$ cat src/rtl/cordic_vec.sv
// Iterative CORDIC vectoring unit: converts (xin, yin) to an angle in degrees
// and a gain-corrected magnitude, one micro-rotation per enabled cycle.
module cordic_vec #(
  parameter int wi = 16,
  parameter int wf = 16,
  parameter int N  = 10
) (
  input  logic                     CLK,
  input  logic                     RST,
  input  logic                     EN,
  input  logic                     start,
  input  logic signed [wi+wf-1:0]  xin,
  input  logic signed [wi+wf-1:0]  yin,
  output logic                     busy,
  output logic                     done,
  output logic signed [31:0]       angout,
  output logic signed [31:0]       mag
);

  localparam int W = wi + wf;
  localparam logic signed [21:0] Z_P90  = 22'sd184320;
  localparam logic signed [21:0] Z_N90  = -22'sd184320;
  localparam logic signed [20:0] K_GAIN = 21'sd636751;

  typedef enum logic [1:0] {IDLE, ITER, SCALE, DONE} state_t;

  state_t             state_q, state_d;
  logic [3:0]         cnt_q, cnt_d;
  logic signed [23:0] x_q, x_d, y_q, y_d;
  logic signed [21:0] z_q, z_d, ang_q, ang_d;
  logic signed [23:0] mag_q, mag_d;
  logic               zero_q, zero_d;
  logic               done_q, done_d;

  // Operand bits [wf+1:wf-20] as a Q(4,20) value.
  function automatic logic signed [23:0] capture(input logic signed [W-1:0] v);
    logic signed [W+19:0] ext;
    logic signed [21:0]   t;
    ext = {v, 20'b0};
    t   = 22'(ext >>> wf);
    return 24'(t);
  endfunction

  function automatic logic signed [21:0] atan_lut(input logic [3:0] i);
    case (i)
      4'd0:    return 22'sd92160;
      4'd1:    return 22'sd54405;
      4'd2:    return 22'sd28746;
      4'd3:    return 22'sd14592;
      4'd4:    return 22'sd7324;
      4'd5:    return 22'sd3666;
      4'd6:    return 22'sd1833;
      4'd7:    return 22'sd917;
      4'd8:    return 22'sd458;
      4'd9:    return 22'sd229;
      4'd10:   return 22'sd115;
      4'd11:   return 22'sd57;
      4'd12:   return 22'sd29;
      4'd13:   return 22'sd14;
      4'd14:   return 22'sd7;
      default: return '0;
    endcase
  endfunction

  always_comb begin
    logic signed [23:0] xc, yc;
    logic signed [44:0] prod;
    state_d = state_q;
    cnt_d   = cnt_q;
    x_d     = x_q;
    y_d     = y_q;
    z_d     = z_q;
    ang_d   = ang_q;
    mag_d   = mag_q;
    zero_d  = zero_q;
    done_d  = (state_q == DONE);
    xc      = capture(xin);
    yc      = capture(yin);
    prod    = 45'(x_q) * 45'(K_GAIN);
    case (state_q)
      IDLE: begin
        // The done pulse lands one cycle after DONE; that cycle still counts as busy.
        if (start && !done_q) begin
          zero_d  = (xin == '0) && (yin == '0);
          cnt_d   = '0;
          state_d = ITER;
          if (!xc[23]) begin
            x_d = xc;  y_d = yc;  z_d = '0;
          end else if (!yc[23]) begin
            x_d = yc;  y_d = -xc; z_d = Z_P90;
          end else begin
            x_d = -yc; y_d = xc;  z_d = Z_N90;
          end
        end
      end
      ITER: begin
        if (EN) begin
          if (!y_q[23]) begin
            x_d = x_q + (y_q >>> cnt_q);
            y_d = y_q - (x_q >>> cnt_q);
            z_d = z_q + atan_lut(cnt_q);
          end else begin
            x_d = x_q - (y_q >>> cnt_q);
            y_d = y_q + (x_q >>> cnt_q);
            z_d = z_q - atan_lut(cnt_q);
          end
          cnt_d = cnt_q + 4'd1;
          if (cnt_q == 4'(N - 1)) state_d = SCALE;
        end
      end
      SCALE: begin
        if (EN) begin
          mag_d   = zero_q ? '0 : 24'(prod >>> 20);
          ang_d   = zero_q ? '0 : z_q;
          state_d = DONE;
        end
      end
      DONE:    state_d = IDLE;
      default: state_d = IDLE;
    endcase
  end

  always_ff @(posedge CLK) begin
    if (RST) begin
      state_q <= IDLE;
      cnt_q   <= '0;
      x_q     <= '0;
      y_q     <= '0;
      z_q     <= '0;
      ang_q   <= '0;
      mag_q   <= '0;
      zero_q  <= 1'b0;
      done_q  <= 1'b0;
    end else begin
      state_q <= state_d;
      cnt_q   <= cnt_d;
      x_q     <= x_d;
      y_q     <= y_d;
      z_q     <= z_d;
      ang_q   <= ang_d;
      mag_q   <= mag_d;
      zero_q  <= zero_d;
      done_q  <= done_d;
    end
  end

  logic signed [31:0] mag_ext;
  assign mag_ext = {{8{mag_q[23]}}, mag_q};
  assign mag     = mag_ext >>> 4;
  assign angout  = {{5{ang_q[21]}}, ang_q, 5'b0};
  assign busy    = (state_q != IDLE) || done_q;
  assign done    = done_q;

endmodule

$ cat config.mk
export PLATFORM = sky130hd
export DESIGN_NAME = cordic_vec
export DESIGN_NICKNAME = d
export VERILOG_FILES = /design/src/rtl/cordic_vec.sv
export SDC_FILE = /design/constraint.sdc
export NUM_CORES = 1
export LEC_CHECK = 0
export BUFFER_PORTS_ARGS = -buffer_cell sky130_fd_sc_hd__buf_2
export CAP_MARGIN = 30
export CORE_UTILIZATION = 30
export CTS_CLUSTER_SIZE = 10
export DETAILED_ROUTE_END_ITERATION = 10
export GPL_TIMING_DRIVEN = 0
export HOLD_SLACK_MARGIN = 0.02
export PLACE_DENSITY = 0.56
export SYNTH_ARGS = -nofsm -noshare
export SYNTH_HDL_FRONTEND = slang
export SYNTH_SLANG_ARGS = --single-unit
$ cat constraint.sdc
create_clock -name CLK -period 21.3 [get_ports CLK]
set_input_delay 5.325 -clock CLK [delete_from_list [all_inputs] [get_ports CLK]]
set_output_delay 5.325 -clock CLK [all_outputs]
set_load 0.005 [all_outputs]
==> flow_summary.yaml <==
yosys:
  yosys.area.top_type_share_pct: 20.5
  count_of_mapped_cells_out_of_synthesis: 2871
  number_of_synthesized_register_bits: 137
  syn_area_per_cell_sq_um: 8.49
  netlist.top_cell.by_area: "sky130_fd_sc_hd__fa_1"
  asyncSetResetFlopFracSynth_pct: 0
  portion_of_the_post_synthesis_area_used_by_sequential_elements_pct: 11.3
  yosysWarningCount: 0
  postSynth.topFlopCell: "sky130_fd_sc_hd__dfxtp_1"
  synth_edf_count: 0
  synth.distinct_cells: 83
  synthMostInstantiatedCell: "sky130_fd_sc_hd__inv_1"
  yosys-top-cells-area: "sky130_fd_sc_hd__fa_1 (20%), sky130_fd_sc_hd__ha_1 (15%), sky130_fd_sc_hd__dfxtp_1 (11%)"
  synth_common_cells: "sky130_fd_sc_hd__inv_1 (453), sky130_fd_sc_hd__ha_1 (297), sky130_fd_sc_hd__fa_1 (249)"
  syn_area_sq_um: 24400
setup_path:
  cp.required_ps: 21680
  reg2reg_slack_ps: 12830
  crit_path_max_incr_delay_ps: 820
  timing.critical_path.mode_cell: "sky130_fd_sc_hd__fa_1"
  worst_setup_path_end_kind: "flip-flop"
  cp-start-kind: "flip-flop"
  worst-endpoint-arrival_ps: 8850
  critPathSlowestCell: "sky130_fd_sc_hd__dfxtp_1"
  crit_chain: "buf_8 -> clkbuf_1 -> clkbuf_1 -> xor2_1 -> fa_1 -> inv_1 -> fa_1 -> fa_1 -> fa_1 -> inv_1 -> fa_1 -> inv_1 -> ha_1 -> and3_1 -> o2111ai_1 -> a31oi_1 -> o21ai_0 -> a2111o_1 -> a311oi_1 -> o21ai_0 -> a32o_1"
  worst_path_fanout_max: 15
  worst-setup-path-type: "reg2reg"
place:
  finalWeightedCongestion: 1.01
  dp_hpwl_um: 66500
  port_buffers: 127
cts:
  post_cts_resize_count: 0
  post-cts-setup-buffer-count: 0
  clock_path_buffers: 2
  tritoncts: "yes"
  cts-htree-levels: 4
  worst_skew_pair_latency_ps: 500
  cts_inserted_buffers: 17
  cts_hold_buffers: 0
  cts_sink_count: 137
  cts.clk_slew.worst_paths_ps: 70
  cts_root_buf: "sky130_fd_sc_hd__clkbuf_16"
timing:
  grt_setup_unrepaired: "no"
  finalClockSkew_ps: 19.1
  fin_hold_viols: 0
  fmaxAchievable_mhz: 118
  finalSetupViolCount: 0
  worst-slew-pin-transition_ps: 1090
  slew_violations: 0
  period_needed_ps: 8470
  final.period_utilization_pct: 39.8
  fin_tns_setup_ps: 0
  worst_slew_margin_rel_pct: 27.5
run:
  maxCapViolations: 0
floorplan:
  floorplan.die_area_sq_um: 82400
  dieWidth_um: 287
  core_area_sq_um: 80400
  number_of_core_rows: 104
  dieHeight_um: 287
  io_pins: 134
  initial_core_util_pct: 30.3
status:
  run_status: "finished, final reports clean"
grt:
  first_global_vias: 20900
  grt_max_degree: 18
  global_route.usage.met3_pct: 3.94
  top_usage_layer: "met2"
  initial_antenna_violation_count: 3
  grt_usage_pct: 19.9
  grtUsageMet2_pct: 31.8
  globalRouteOverflowTotal: 0
  first_pass_grt_wire_length_um: 125000
  grtUsageMet1_pct: 26.6
route:
  drt-total-wl_um: 81600
  drc: 0
  drtIter0Drc: 1713
  via_count: 21400
  detail_route.vias_per_cell: 5.21
  final_antenna_net_count: 0
  firstDrtPassIters: 5
  detail_route.wl_per_cell_um: 19.8
finish:
  final.fill_count: 8526
  area.growth.synth_to_final_pct: 12.5
  final_layout_size_suffix_gt1_share_pct: 10.2
  total_number_of_nets_in_the_final_design: 3655
  insertedDiodeCount: 0
worst_hold_path:
  hold_path.class: "reg2reg"
routing by layer:
layer / routed length, um / vias to the layer above
met5: 18 / -
met4: 2690 / 4
met3: 5200 / 130
met2: 37200 / 664
met1: 36400 / 10500
li1: - / 10200
worst paths after layout:
check        cells past startpoint      start         to
max                             21    x_q[23]  mag_q[22]
min                              2  mag_q[15]  mag_q[15]
max reg2reg                     21    x_q[23]  mag_q[22]
min reg2reg                      2  mag_q[15]  mag_q[15]
cell families (layout without fill, tap and decap cells):
logic type / after synthesis / in the layout / share of synthesized area, %
and+or+nand+nor: 661 / 661 / 13.2
AOI/OAI and AO/OA: 653 / 653 / 16.8
buffers and inverters: 584 / 763 / 9.61
adders and majority gates: 546 / 546 / 35.7
xor gates and xnor gates: 177 / 177 / 6.36
DFF: 137 / 137 / 11.3
muxes: 112 / 112 / 7.05
other: 1 / 5 / 0.0154
layout by cell type, fill, tap and decap left out, types with 49 or more instances in the layout:
cell type,netlist,layout
sky130_fd_sc_hd__xor2_1,67,67
sky130_fd_sc_hd__inv_1,453,453
sky130_fd_sc_hd__nand2_1,164,164
sky130_fd_sc_hd__fa_1,249,249
sky130_fd_sc_hd__buf_2,14,141
sky130_fd_sc_hd__dfxtp_1,137,137
sky130_fd_sc_hd__nor2_1,220,220
sky130_fd_sc_hd__a211oi_1,49,49
sky130_fd_sc_hd__o21ai_0,142,142
sky130_fd_sc_hd__a21oi_1,218,218
sky130_fd_sc_hd__nor3_1,51,50
sky130_fd_sc_hd__ha_1,297,297
sky130_fd_sc_hd__xnor2_1,110,110
sky130_fd_sc_hd__clkbuf_1,74,73
final cells by class:
class                      count  area (sq um)  area share [%]
timing repair buffer         147          1090            3.97
buffer                       130           639            2.33
inverter                     454          1700            6.21
multi-input combinational   2154         19300            70.4
tap                         1060          1330            4.84
sequential                   137          2740            10.0
clock inverter                15           196           0.716
clock buffer                  17           425            1.55
critical path, delay by kind of cell (launching register included):
family | cells | cell delay (ps)
adders and majority gates | 6 | 2790
AOI/OAI and AO/OA | 7 | 2580
buffers and inverters | 6 | 1520
DFF | 1 | 820
xor gates and xnor gates | 1 | 340
and+or+nand+nor | 1 | 310
per-stage QoR:
step	hold slack [ps]	cell area [sq um]	setup WS [ps]	instances	utilization, %
finish	457	27400	12830	4114	34.1
global placement	440	26300	12010	4062	32.8
detailed placement	440	26800	12740	4081	33.3
floorplan	444	24400	13990	2875	-
global route	486	27400	12290	4114	34.1
CTS	464	27400	12720	4113	34.1
Power is left out: the tool's default activity adds up to more than one toggle a clock period on the data nets, which glitch-free logic cannot reach.
